**config.mk**
```make
export PLATFORM = sky130hd
export DESIGN_NAME = spi_master
export DESIGN_NICKNAME = d
export VERILOG_FILES = /design/src/rtl/spi_master.sv
export SDC_FILE = /design/constraint.sdc
export NUM_CORES = 1
export LEC_CHECK = 0
export BUFFER_PORTS_ARGS = -buffer_cell sky130_fd_sc_hd__buf_2
export CAP_MARGIN = 40
export CORE_UTILIZATION = 51
export CTS_CLUSTER_SIZE = 8
export DETAILED_ROUTE_END_ITERATION = 10
export GPL_TIMING_DRIVEN = 0
export PLACE_DENSITY = 0.8
export SYNTH_ARGS = -nofsm -noshare
export SYNTH_HDL_FRONTEND = slang
export SYNTH_SLANG_ARGS = --single-unit
```
**constraint.sdc**
```tcl
create_clock -name clk -period 1.6 [get_ports clk]
set_input_delay 0.08 -clock clk [delete_from_list [all_inputs] [get_ports clk]]
set_output_delay 0.08 -clock clk [all_outputs]
set_load 0.05 [all_outputs]
```
**src/rtl/spi_master.sv**
```systemverilog
// SPI master: shifts out a 10-bit command frame MSB first and, for read-data
// commands, waits RD_LATENCY edges and then shifts in one byte from MISO.
module spi_master #(
  parameter int unsigned RD_LATENCY = 2
) (
  input  logic       clk,
  input  logic       rst_n,
  input  logic       start,
  input  logic [9:0] cmd_in,
  output logic       busy,
  output logic       done,
  output logic [7:0] rx_data,
  output logic       rx_valid,
  output logic       SS_n,
  output logic       MOSI,
  input  logic       MISO
);

  typedef enum logic [1:0] {
    IDLE    = 2'd0,
    SHIFT   = 2'd1,
    WAIT_RD = 2'd2,
    RECV    = 2'd3
  } state_t;

  localparam logic [1:0] CMD_READ  = 2'b11;
  // The exit edge of WAIT_RD is itself the first sample edge, hence the minus one.
  localparam logic [3:0] WAIT_LOAD = 4'(RD_LATENCY - 1);

  state_t      state_r;
  logic [9:0]  cmd_r;
  logic [3:0]  bit_cnt_r;
  logic [3:0]  wait_cnt_r;
  logic [2:0]  rcv_cnt_r;
  logic [6:0]  shift_r;

  // Frame sequencer: all state and every output are registered here.
  always_ff @(posedge clk or negedge rst_n) begin
    if (!rst_n) begin
      state_r    <= IDLE;
      cmd_r      <= 10'd0;
      bit_cnt_r  <= 4'd0;
      wait_cnt_r <= 4'd0;
      rcv_cnt_r  <= 3'd0;
      shift_r    <= 7'd0;
      busy       <= 1'b0;
      done       <= 1'b0;
      rx_data    <= 8'h00;
      rx_valid   <= 1'b0;
      SS_n       <= 1'b1;
      MOSI       <= 1'b0;
    end else begin
      done     <= 1'b0;
      rx_valid <= 1'b0;
      case (state_r)
        IDLE: begin
          if (start) begin
            cmd_r     <= cmd_in;
            SS_n      <= 1'b0;
            MOSI      <= cmd_in[9];
            bit_cnt_r <= 4'd9;
            busy      <= 1'b1;
            state_r   <= SHIFT;
          end else begin
            MOSI <= 1'b0;
          end
        end
        SHIFT: begin
          if (bit_cnt_r == 4'd0) begin
            MOSI <= 1'b0;
            if (cmd_r[9:8] == CMD_READ) begin
              wait_cnt_r <= WAIT_LOAD;
              rcv_cnt_r  <= 3'd7;
              state_r    <= WAIT_RD;
            end else begin
              SS_n    <= 1'b1;
              busy    <= 1'b0;
              done    <= 1'b1;
              state_r <= IDLE;
            end
          end else begin
            MOSI      <= cmd_r[bit_cnt_r - 4'd1];
            bit_cnt_r <= bit_cnt_r - 4'd1;
          end
        end
        WAIT_RD: begin
          MOSI <= 1'b0;
          if (wait_cnt_r == 4'd0) begin
            shift_r   <= {6'd0, MISO};
            rcv_cnt_r <= rcv_cnt_r - 3'd1;
            state_r   <= RECV;
          end else begin
            wait_cnt_r <= wait_cnt_r - 4'd1;
          end
        end
        RECV: begin
          MOSI <= 1'b0;
          if (rcv_cnt_r == 3'd0) begin
            rx_data  <= {shift_r, MISO};
            rx_valid <= 1'b1;
            done     <= 1'b1;
            SS_n     <= 1'b1;
            busy     <= 1'b0;
            state_r  <= IDLE;
          end else begin
            shift_r   <= {shift_r[5:0], MISO};
            rcv_cnt_r <= rcv_cnt_r - 3'd1;
          end
        end
        default: begin
          SS_n    <= 1'b1;
          MOSI    <= 1'b0;
          busy    <= 1'b0;
          state_r <= IDLE;
        end
      endcase
    end
  end

endmodule

```
; ---- Yosys cells after proc, flatten, opt, wreduce, memory -nomap -nowiden
; Index checks and enable logic that the tools add are counted.
; Widths: inputs -> output; s select.
[totals]
regBits = 43
inputBits = 14
out_inout_bits = 13
elab_cells = 88
[classes]
n_addsub = 3
magnitude_cmp = 1
n_eq_ne = 13
mux = 41
n_reduce_logical = 18
[op_table]
columns = cell, n
row1 = $mux 4, 5
row2 = $ne 2x2->1 const B, 9
row3 = $pmux 4 s2, 2
row4 = $mux 1, 15
row5 = $mux 7, 2
row6 = $pmux 7 s2, 1
row7 = $mux 3, 4
row8 = $mux 2, 5
row9 = $reduce_and 5->1, 2
row10 = $pmux 1 s3, 3
row11 = $pmux 3 s3, 1
row12 = $logic_not 4->1, 2
row13 = $pmux 2 s4, 1
row14 = $reduce_and 4->1, 2
row15 = $sub 4x1->4 const B, 2
row16 = $eq 2x2->1 const B, 3
row17 = $reduce_and 3->1, 2
row18 = $reduce_bool 2->1, 3
row19 = $reduce_bool 3->1, 2
row20 = $lt 4x5->1 const B, 1
row21 = $bmux 1 s4, 1
row22 = $reduce_and 2->1, 2
row23 = $logic_not 3->1, 1
row24 = $sub 3x1->3 const B, 1
row25 = 4 further kinds, 4

; ---- Longest topological paths before layout
; Gate-level depths: netlist of run 1.
[depth]
depth_word = 5
depth_mapped = 8
mapped_depth_nobuf = 7

; ---- Worst setup path before layout of run 1
; No wires, ideal clock.
[synth_path]
kind = flip-flop to flip-flop
startpoint = reg bit_cnt_r[0]
endpoint = reg wait_cnt_r[0]
setup_ns = 0.077
arrival_ns = 1.666
required_ns = 1.523
setup_slack_ns = -0.143
stages_incl_launch_ff = 8
path_buffers = 1
synth_period_minus_slack_ns = 1.743
path_cell_list = dfrtp_1 -> buf_6 -> inv_1 -> ha_1 -> or3b_2 -> nor3_2 -> nor3_1 -> a21oi_1
[synth_via]
elab_chain_len = 3
[synth_lines]
columns = item, line_no
row1 = "start, declared", 32  ; logic [3:0] bit_cnt_r;
row2 = "start signal, assigned", 83  ; bit_cnt_r <= bit_cnt_r - 4'd1;
row3 = $logic_not 4->1, 69  ; if (bit_cnt_r == 4'd0) begin
row4 = $ne 2x2->1 (no line), n/a
row5 = $reduce_and 4->1 (no line), n/a
row6 = "end signal, assigned", 93  ; wait_cnt_r <= wait_cnt_r - 4'd1;
row7 = "end, declared", 33  ; logic [3:0] wait_cnt_r;
; Every way passes these cells.
; A chain may end at the register's enable or synchronous reset.

; ---- Final worst setup path of run 1
; Ends and elaborated chain as after synthesis.

==> results of run 1 <==
==> Yosys cell counts, drive strengths merged (2+ instances only) <==
cell type	number	area, um2
or3b	2	17.5
nor2b	3	18.8
a21o	2	15.0
o21ai	12	60.1
nor3	5	30.0
a31oi	2	12.5
a21oi	3	15.0
nor3b	2	20.0
nor2	6	22.5
ha	5	62.6
a21boi	2	15.0
xor2	3	26.3
mux2	22	248
nand2	13	48.8
dfrtp	42	1050
clkbuf	3	11.3
nand3	10	50.1
o31ai	2	15.0
inv	10	37.5
buf	4	26.3
==> critical path: cells and delay by family, from the launching register on <==
kind                       cells  cell delay, ns
buffers and inverters          2            0.18
adders and majority gates      1            0.14
and+or+nand+nor                3            0.82
DFF                            1            0.38
AOI/OAI and AO/OA              1            0.12
==> sequential cells by signal, summed over array words and instances, names as in the netlist, named ones only <==
register	count
state_r	1
rx_valid	1
cmd_r	10
busy	1
shift_r	7
rx_data	8
SS_n	1
MOSI	1
bit_cnt_r	4
rcv_cnt_r	3
done	1
wait_cnt_r	4
==> worst max-delay path by stage <==
stage | depth (start not counted) | from | slack (ns) | end
floorplan | 6 | bit_cnt_r[0] | -0.05 | rcv_cnt_r[1]
global placement | 4 | state_r[0] | -0.20 | cmd_r[6]
detailed placement | 6 | rcv_cnt_r[0] | -0.24 | rx_data[0]
CTS | 7 | bit_cnt_r[0] | -0.07 | wait_cnt_r[0]
global route | 7 | bit_cnt_r[0] | -0.18 | wait_cnt_r[0]
finish | 7 | bit_cnt_r[0] | -0.11 | wait_cnt_r[0]
==> layout make-up <==
type,count,area (um2),share of cell area (%)
inverters,10,42.5,1.61
well taps,48,60.1,2.28
plain buffers,6,46.3,1.76
flip-flops and latches,43,1080,40.9
clock buffers,8,100,3.80
repair buffers,41,268,10.2
multi-input cells,113,1040,39.5
==> cells by family (layout without fill, tap and decap cells) <==
kind of cell / count (synthesis) / after routing / synth area share (%)
AO/OA/AOI/OAI: 32 / 32 / 10.6
XOR/XNOR: 3 / 3 / 1.31
adder cells (fa/ha/maj): 5 / 5 / 3.12
buffers and inverters: 17 / 65 / 3.74
flip-flops: 43 / 43 / 53.7
multiplexers: 24 / 24 / 14.2
AND/OR/NAND/NOR: 49 / 49 / 13.4
==> timing repair <==
| action | CTS | global route |
|---|---|---|
| setup endpoints to repair | 32 | 28 |
| cloned | 1 | 0 |
| hold endpoints to repair | 16 | 0 |
| hold buffers | 2 | 0 |
| setup buffers | 8 | 3 |
| pin swaps | 8 | 13 |
| gates resized for setup | 28 | 32 |
==> power breakdown <==
group          internal, mW  total (mW)  switching, mW
combinational          1.19        2.40           1.22
sequential             1.43        1.71          0.283
clock                 0.394       0.754          0.360
total                  3.01        4.87           1.86
==> layer usage <==
metal	vias up	track usage, %	part of all wire (%)
met5	-	0	0
met4	0	8.06	1.2
met3	3	5.28	3.3
met2	34	28.4	50
met1	752	28.4	46
li1	709	-	-
==> through the flow <==
stage	TNS, ns	setup slack (ns)
after floorplan	-0.0967	-0.0483
final	-0.867	-0.113
after detailed placement	-3.79	-0.240
after global routing	-1.84	-0.175
after CTS	-0.485	-0.0694
after global placement	-3.09	-0.202
==> run_results.csv, run 1 <==
group,metric,value,unit
yosys,yosys_warnings,0,
yosys,synth-edff-count,0,
worst_setup_path,worstSetupPathType,"reg -> reg",
global_route,grt_use_total,19.8,%
yosys,syn_inst,173,
final_layout,area_growth,31.5,%
yosys,synth.cell_area,2010,um2
worst_setup_path,timing.rr.end,"wait_cnt_r[0]",
worst_setup_path,cp_max_fo,5,
power_and_ir_drop,ir_worst_vdd,922,uV
timing,max_slew_margin,66.8,%
clock_tree,clk_pin_slew,0.08,ns
route,drc,0,
worst_setup_path,cp_cell_sequence,"buf_6, inv_4, ha_4, or3b_4, nor3_4, nor3_2, a21oi_1",
outcome,violations,"negative setup slack",
power_and_ir_drop,p_per_area,1850,nW/um2
job,maxCapViolCount,0,
global_route,grt_max_degree,29,
yosys,avgSynthCellArea,11.6,um2
route,via_count,1498,
worst_setup_path,rrSetupSlack,-0.11,ns
final_layout,post-route-util,71.0,%
worst_setup_path,crit_path_end_kind,"flop",
power_and_ir_drop,leakage,1.24,nW
timing,fin_ws,-0.113,ns
route,detail-route-antenna-nets,0,
clock_tree,numClockSinks,43,
route,firstDrtPassIters,4,
placement,placedInstanceArea,2240,um2
floorplanning,design.die.area,4190,um2
route,routed_wl,4.31,mm
yosys,synth_nets,192,
clock_tree,cts.path.max_buffers,2,
clock_tree,cts_tree,"built",
route,wl_per_cell,16.0,um
yosys,ys_types,45,
timing,setup_viol,15,
worst_setup_path,critPathSlowestCell,"or3b_4",
worst_setup_path,r2r-start,"bit_cnt_r[0]",
global_route,grt_antenna_before_repair,0,
power_and_ir_drop,power,4.87,mW
clock_tree,cts_max_level,2,
floorplanning,fp.dieW,64.7,um
hold_path,min_path_cells,2,
floorplanning,rows,22,
timing,finalMaxSlewViolations,0,
global_route,grt_pass1_wl,6.16,mm
hold_path,hold_class,"in -> reg",
floorplanning,initial_core_util,54.0,%
timing,fin_hold_ws,0.00878,ns
yosys,synth-seq-cells,43,
global_route,grt_pass1_vias,1322,
final_layout,final_cell_mix,"dfrtp_1, buf_2, mux2_2",
worst_setup_path,r2r_cells,7,
worst_setup_path,critPathLaunchType,"flop",
global_route,overflow,0,
final_layout,final_area,2640,um2
timing,hold_viol_final,0,
timing,min_period_over_period,107,%
final_layout,final_common_cell,"dfrtp_1",
floorplanning,chipHeight,64.7,um
yosys,ys.flop_type,"dfrtp_1",
worst_setup_path,worstPathRequired,1.83,ns
yosys,synthArstFlopShare,100,%
route,drt-initial-drc-count,131,
timing,post-route-min-period,1.71,ns
hold_path,holdPathEnd,"cmd_r[2]",
clock_tree,numCtsBuffers,5,
final_layout,nFillCells,261,
worst_setup_path,arrival,1.94,ns
outcome,outcome,"finished with violations",
placement,dp.cells,248,
floorplanning,io-pin-count,27,
clock_tree,root_buffer,"clkbuf_8",
hold_path,worstHoldStart,"cmd_in[2]",
yosys,ys_seq_area_share,53.7,%
worst_setup_path,slowest_delay,0.41,ns
timing,fmax,0.584,GHz
route,viasPerCell,5.57,
timing,grt_setup_unrepaired,"true",
placement,gp_congestion,0.764,
final_layout,fin_nets,239,
placement,post-dp-hpwl,2.39,mm
final_layout,antennaDiodeCount,0,
final_layout,drive_above_1_share,51.1,%
timing,tightest_slew,0.498,ns
timing,finClkSkew,0.00701,ns
final_layout,instances_no_fill,269,
clock_tree,worst_skew_pair.late_latency,0.30,ns
placement,port_buffers,26,
floorplanning,core,3720,um2
No activity file was read; power rests on OpenSTA's default activity.
==> run 2: changes to the inputs <==
--- a/config.mk
+++ b/config.mk
@@ -5,13 +5,13 @@
 export SDC_FILE = /design/constraint.sdc
 export NUM_CORES = 1
 export LEC_CHECK = 0
+export ABC_AREA = 1
 export BUFFER_PORTS_ARGS = -buffer_cell sky130_fd_sc_hd__buf_2
 export CAP_MARGIN = 40
 export CORE_UTILIZATION = 51
 export CTS_CLUSTER_SIZE = 8
 export DETAILED_ROUTE_END_ITERATION = 10
-export GPL_TIMING_DRIVEN = 0
-export PLACE_DENSITY = 0.8
+export PLACE_DENSITY = 0.79
 export SYNTH_ARGS = -nofsm -noshare
 export SYNTH_HDL_FRONTEND = slang
 export SYNTH_SLANG_ARGS = --single-unit
==> run 2 against run 1 <==
Compared with the run above: the run now ends clean; clock-buffer cell count fell by 1; design area fell by 2.8%; clock power fell by 0.5%; via count rose by 14%; clock skew fell by 0.0029 ns; final cell count rose by 28%; sequential share of layout area rose by 1.1 points; combinational power fell by 7%; synthesized area rose by 6.6%; die area rose by 6.3%; critical endpoint is now busy.
==> run_results.csv, run 2 <==
group,metric,value,unit
outcome,outcome,"finished clean",
global_route,top_usage_layer,"met2",
timing,setup_viol,0,
global_route,grt_pass1_vias,1657,
floorplanning,core,4000,um2
final_layout,final_common_cell,"nand2_1",
final_layout,antennaDiodeCount,0,
power_and_ir_drop,p_int,2.65,mW
worst_setup_path,critPathLaunchType,"flop",
final_layout,instances_no_fill,343,
power_and_ir_drop,swShare,43.6,%
worst_setup_path,crit_path_end_kind,"flop",
route,drc,0,
global_route,met2_usage,34.3,%
clock_tree,worst_skew_pair.late_latency,0.29,ns
route,wl_per_cell,11.9,um
yosys,synth-seq-cells,43,
clock_tree,cts.path.max_buffers,2,
yosys,ys_types,31,
timing,fin_ws,0.0768,ns
final_layout,largest_reg_flops,10,
yosys,ys.flop_type,"dfrtp_1",
floorplanning,design.die.area,4450,um2
hold_path,worstHoldStart,"cmd_in[9]",
job,maxCapViolCount,0,
global_route,grt_antenna_before_repair,0,
power_and_ir_drop,ir_worst_vdd,1240,uV
global_route,grt_max_degree,25,
worst_setup_path,cp_max_fo,11,
yosys,synth.cell_area,2140,um2
yosys,syn_inst,246,
timing,max_slew_margin,67.1,%
route,routed_wl,4.10,mm
floorplanning,chipHeight,66.7,um
placement,pre_cts_ws,-0.00182,ns
route,detail-route-antenna-nets,0,
timing,grt_setup_unrepaired,"true",
final_layout,final_cell_mix,"nand2_1, dfrtp_1, buf_2",
clock_tree,cts_max_level,2,
hold_path,holdPathEnd,"cmd_r[9]",
yosys,avgSynthCellArea,8.69,um2
worst_setup_path,r2r_cells,8,
clock_tree,numClockSinks,43,
placement,post-dp-hpwl,2.89,mm
yosys,synthArstFlopShare,100,%
clock_tree,root_buffer,"clkbuf_8",
worst_setup_path,r2r-start,"rcv_cnt_r[0]",
timing,post-route-min-period,1.52,ns
route,via_count,1706,
worst_setup_path,timing.rr.end,"busy",
clock_tree,clk_pin_slew,0.08,ns
yosys,synth_area_leaders,"dfrtp_1, nand2_1, inv_1",
yosys,yosys.area.top_type_share,49.2,%
global_route,grt_pass1_wl,7.28,mm
hold_path,min_path_cells,3,
global_route,grt_util_met3,4.45,%
timing,finalMaxSlewViolations,0,
timing,min_period_over_period,95.2,%
worst_setup_path,worstSetupPathType,"reg -> reg",
power_and_ir_drop,power,4.70,mW
route,viasPerCell,4.97,
final_layout,area_growth,19.9,%
power_and_ir_drop,p_seq_share,36.6,%
global_route,overflow,0,
yosys,synth-edff-count,0,
route,drt-initial-drc-count,52,
yosys,ys_top_cells_by_count,"nand2_1, dfrtp_1, inv_1, nand3_1",
floorplanning,fp.dieW,66.7,um
clock_tree,cts_tree,"built",
power_and_ir_drop,netSwitchingPower,2.05,mW
route,firstDrtPassIters,4,
floorplanning,rows,23,
yosys,synth_nets,265,
placement,port_buffers,26,
final_layout,reg_top3,"cmd_r x10, rx_data x8, shift_r x7",
timing,hold_viol_final,0,
placement,dp.cells,325,
yosys,synth_area_leader_cell,"dfrtp_1",
floorplanning,initial_core_util,53.4,%
timing,finClkSkew,0.00407,ns
yosys,yosysMostFrequentCell,"nand2_1",
power_and_ir_drop,comb_power_share,47.5,%
clock_tree,numCtsBuffers,5,
global_route,grt_use_total,21.8,%
worst_setup_path,arrival,1.70,ns
final_layout,fin_nets,311,
power_and_ir_drop,leakage,1.38,nW
timing,fmax,0.657,GHz
timing,tightest_slew,0.493,ns
floorplanning,io-pin-count,27,
placement,gp_congestion,0.807,
yosys,ys_seq_area_share,50.4,%
hold_path,hold_class,"in -> reg",
worst_setup_path,rrSetupSlack,0.08,ns
power_and_ir_drop,clkPwrFrac,16.0,%
worst_setup_path,worstPathRequired,1.78,ns
power_and_ir_drop,p_per_area,1830,nW/um2
final_layout,largest_register,"cmd_r",
yosys,yosys_warnings,0,
final_layout,drive_above_1_share,25.6,%
global_route,globalRouteMet1Util,30.0,%
-- run 2: cell count changes after synthesis, sizes merged, moves of 3 or more --
cell,previous run,this run
clkbuf,3,0
inv,10,23
mux2,22,0
nand2,13,103
nand4,1,11
nor2,6,10
nor2b,3,0
nor3,5,0
o21ai,12,23
-- run 2: logic make-up after synthesis --
group	count (synthesis)	synth area share, %
fa+ha+maj	5	2.93
simple gates	136	29.1
compound gates	29	9.19
flops	43	50.4
buf+inv	31	7.55
xor+xnor	2	0.820
-- run 2: worst max-delay path, cell delays in order, from the launching register on --
cell,delay [ns]
dfrtp_1,0.39
inv_1,0.07
ha_1,0.17
ha_2,0.21
nand2_4,0.12
nand2_4,0.16
nand4_2,0.14
nand2_1,0.10
nand2_1,0.05
-- run 2: power by group through the flow --
stage	clock network [mW]	logic, mW	registers, mW
floorplan	0	1.61	1.85
global placement	0	2.09	1.73
detailed placement	0	2.19	1.74
CTS	0.758	2.23	1.72
global route	0.806	2.53	1.77
finish	0.750	2.23	1.72
-- run 2: metal layers --
metal,share of wire [%],up-vias
li1,-,878
met1,49,796
met2,47,26
met3,2.3,6
met4,1.3,0
met5,0,-
-- run 2: stage by stage --
step / utilization [%] / TNS [ns] / area (um2) / hold WS, ns
2_1_floorplan: - / 0 / 2140 / -0.216
3_3_place_gp: 58.6 / 0 / 2350 / 0.0660
3_5_place_dp: 58.6 / -0.00182 / 2350 / 0.0714
4_1_cts: 63.9 / 0 / 2550 / 0.0146
5_1_grt: 64.1 / -0.128 / 2560 / 0.0134
6_report: 64.1 / 0 / 2560 / 0.0142
-- run 2: area by class of cell --
type                       instances  area [um2]
inverter                          25        97.6
tap                               50        62.6
clock inverter                     1        7.51
fill                             317        1440
multi-input combinational        172         911
timing repair buffer              45         310
clock buffer                       7        96.3
sequential                        43        1080
-- run 2: how the worst max path moves through the flow --
stage / from / slack (ns) / depth (start not counted) / endpoint
2_1_floorplan: rcv_cnt_r[0] / 0.16 / 8 / shift_r[0]
3_5_place_dp: rcv_cnt_r[1] / -0.002 / 8 / busy
3_3_place_gp: rcv_cnt_r[1] / 0.11 / 8 / busy
4_1_cts: rcv_cnt_r[0] / 0.04 / 7 / rx_data[3]
5_1_grt: rcv_cnt_r[1] / -0.04 / 8 / busy
6_report: rcv_cnt_r[0] / 0.08 / 8 / busy
-- run 2: repair_timing --
action / CTS / global route
buffers inserted: 0 / 0
hold buffers: 10 / 0
gates resized for setup: 1 / 2
hold endpoints to repair: 28 / 0
pin swaps: 0 / 0
setup endpoints to repair: 2 / 17
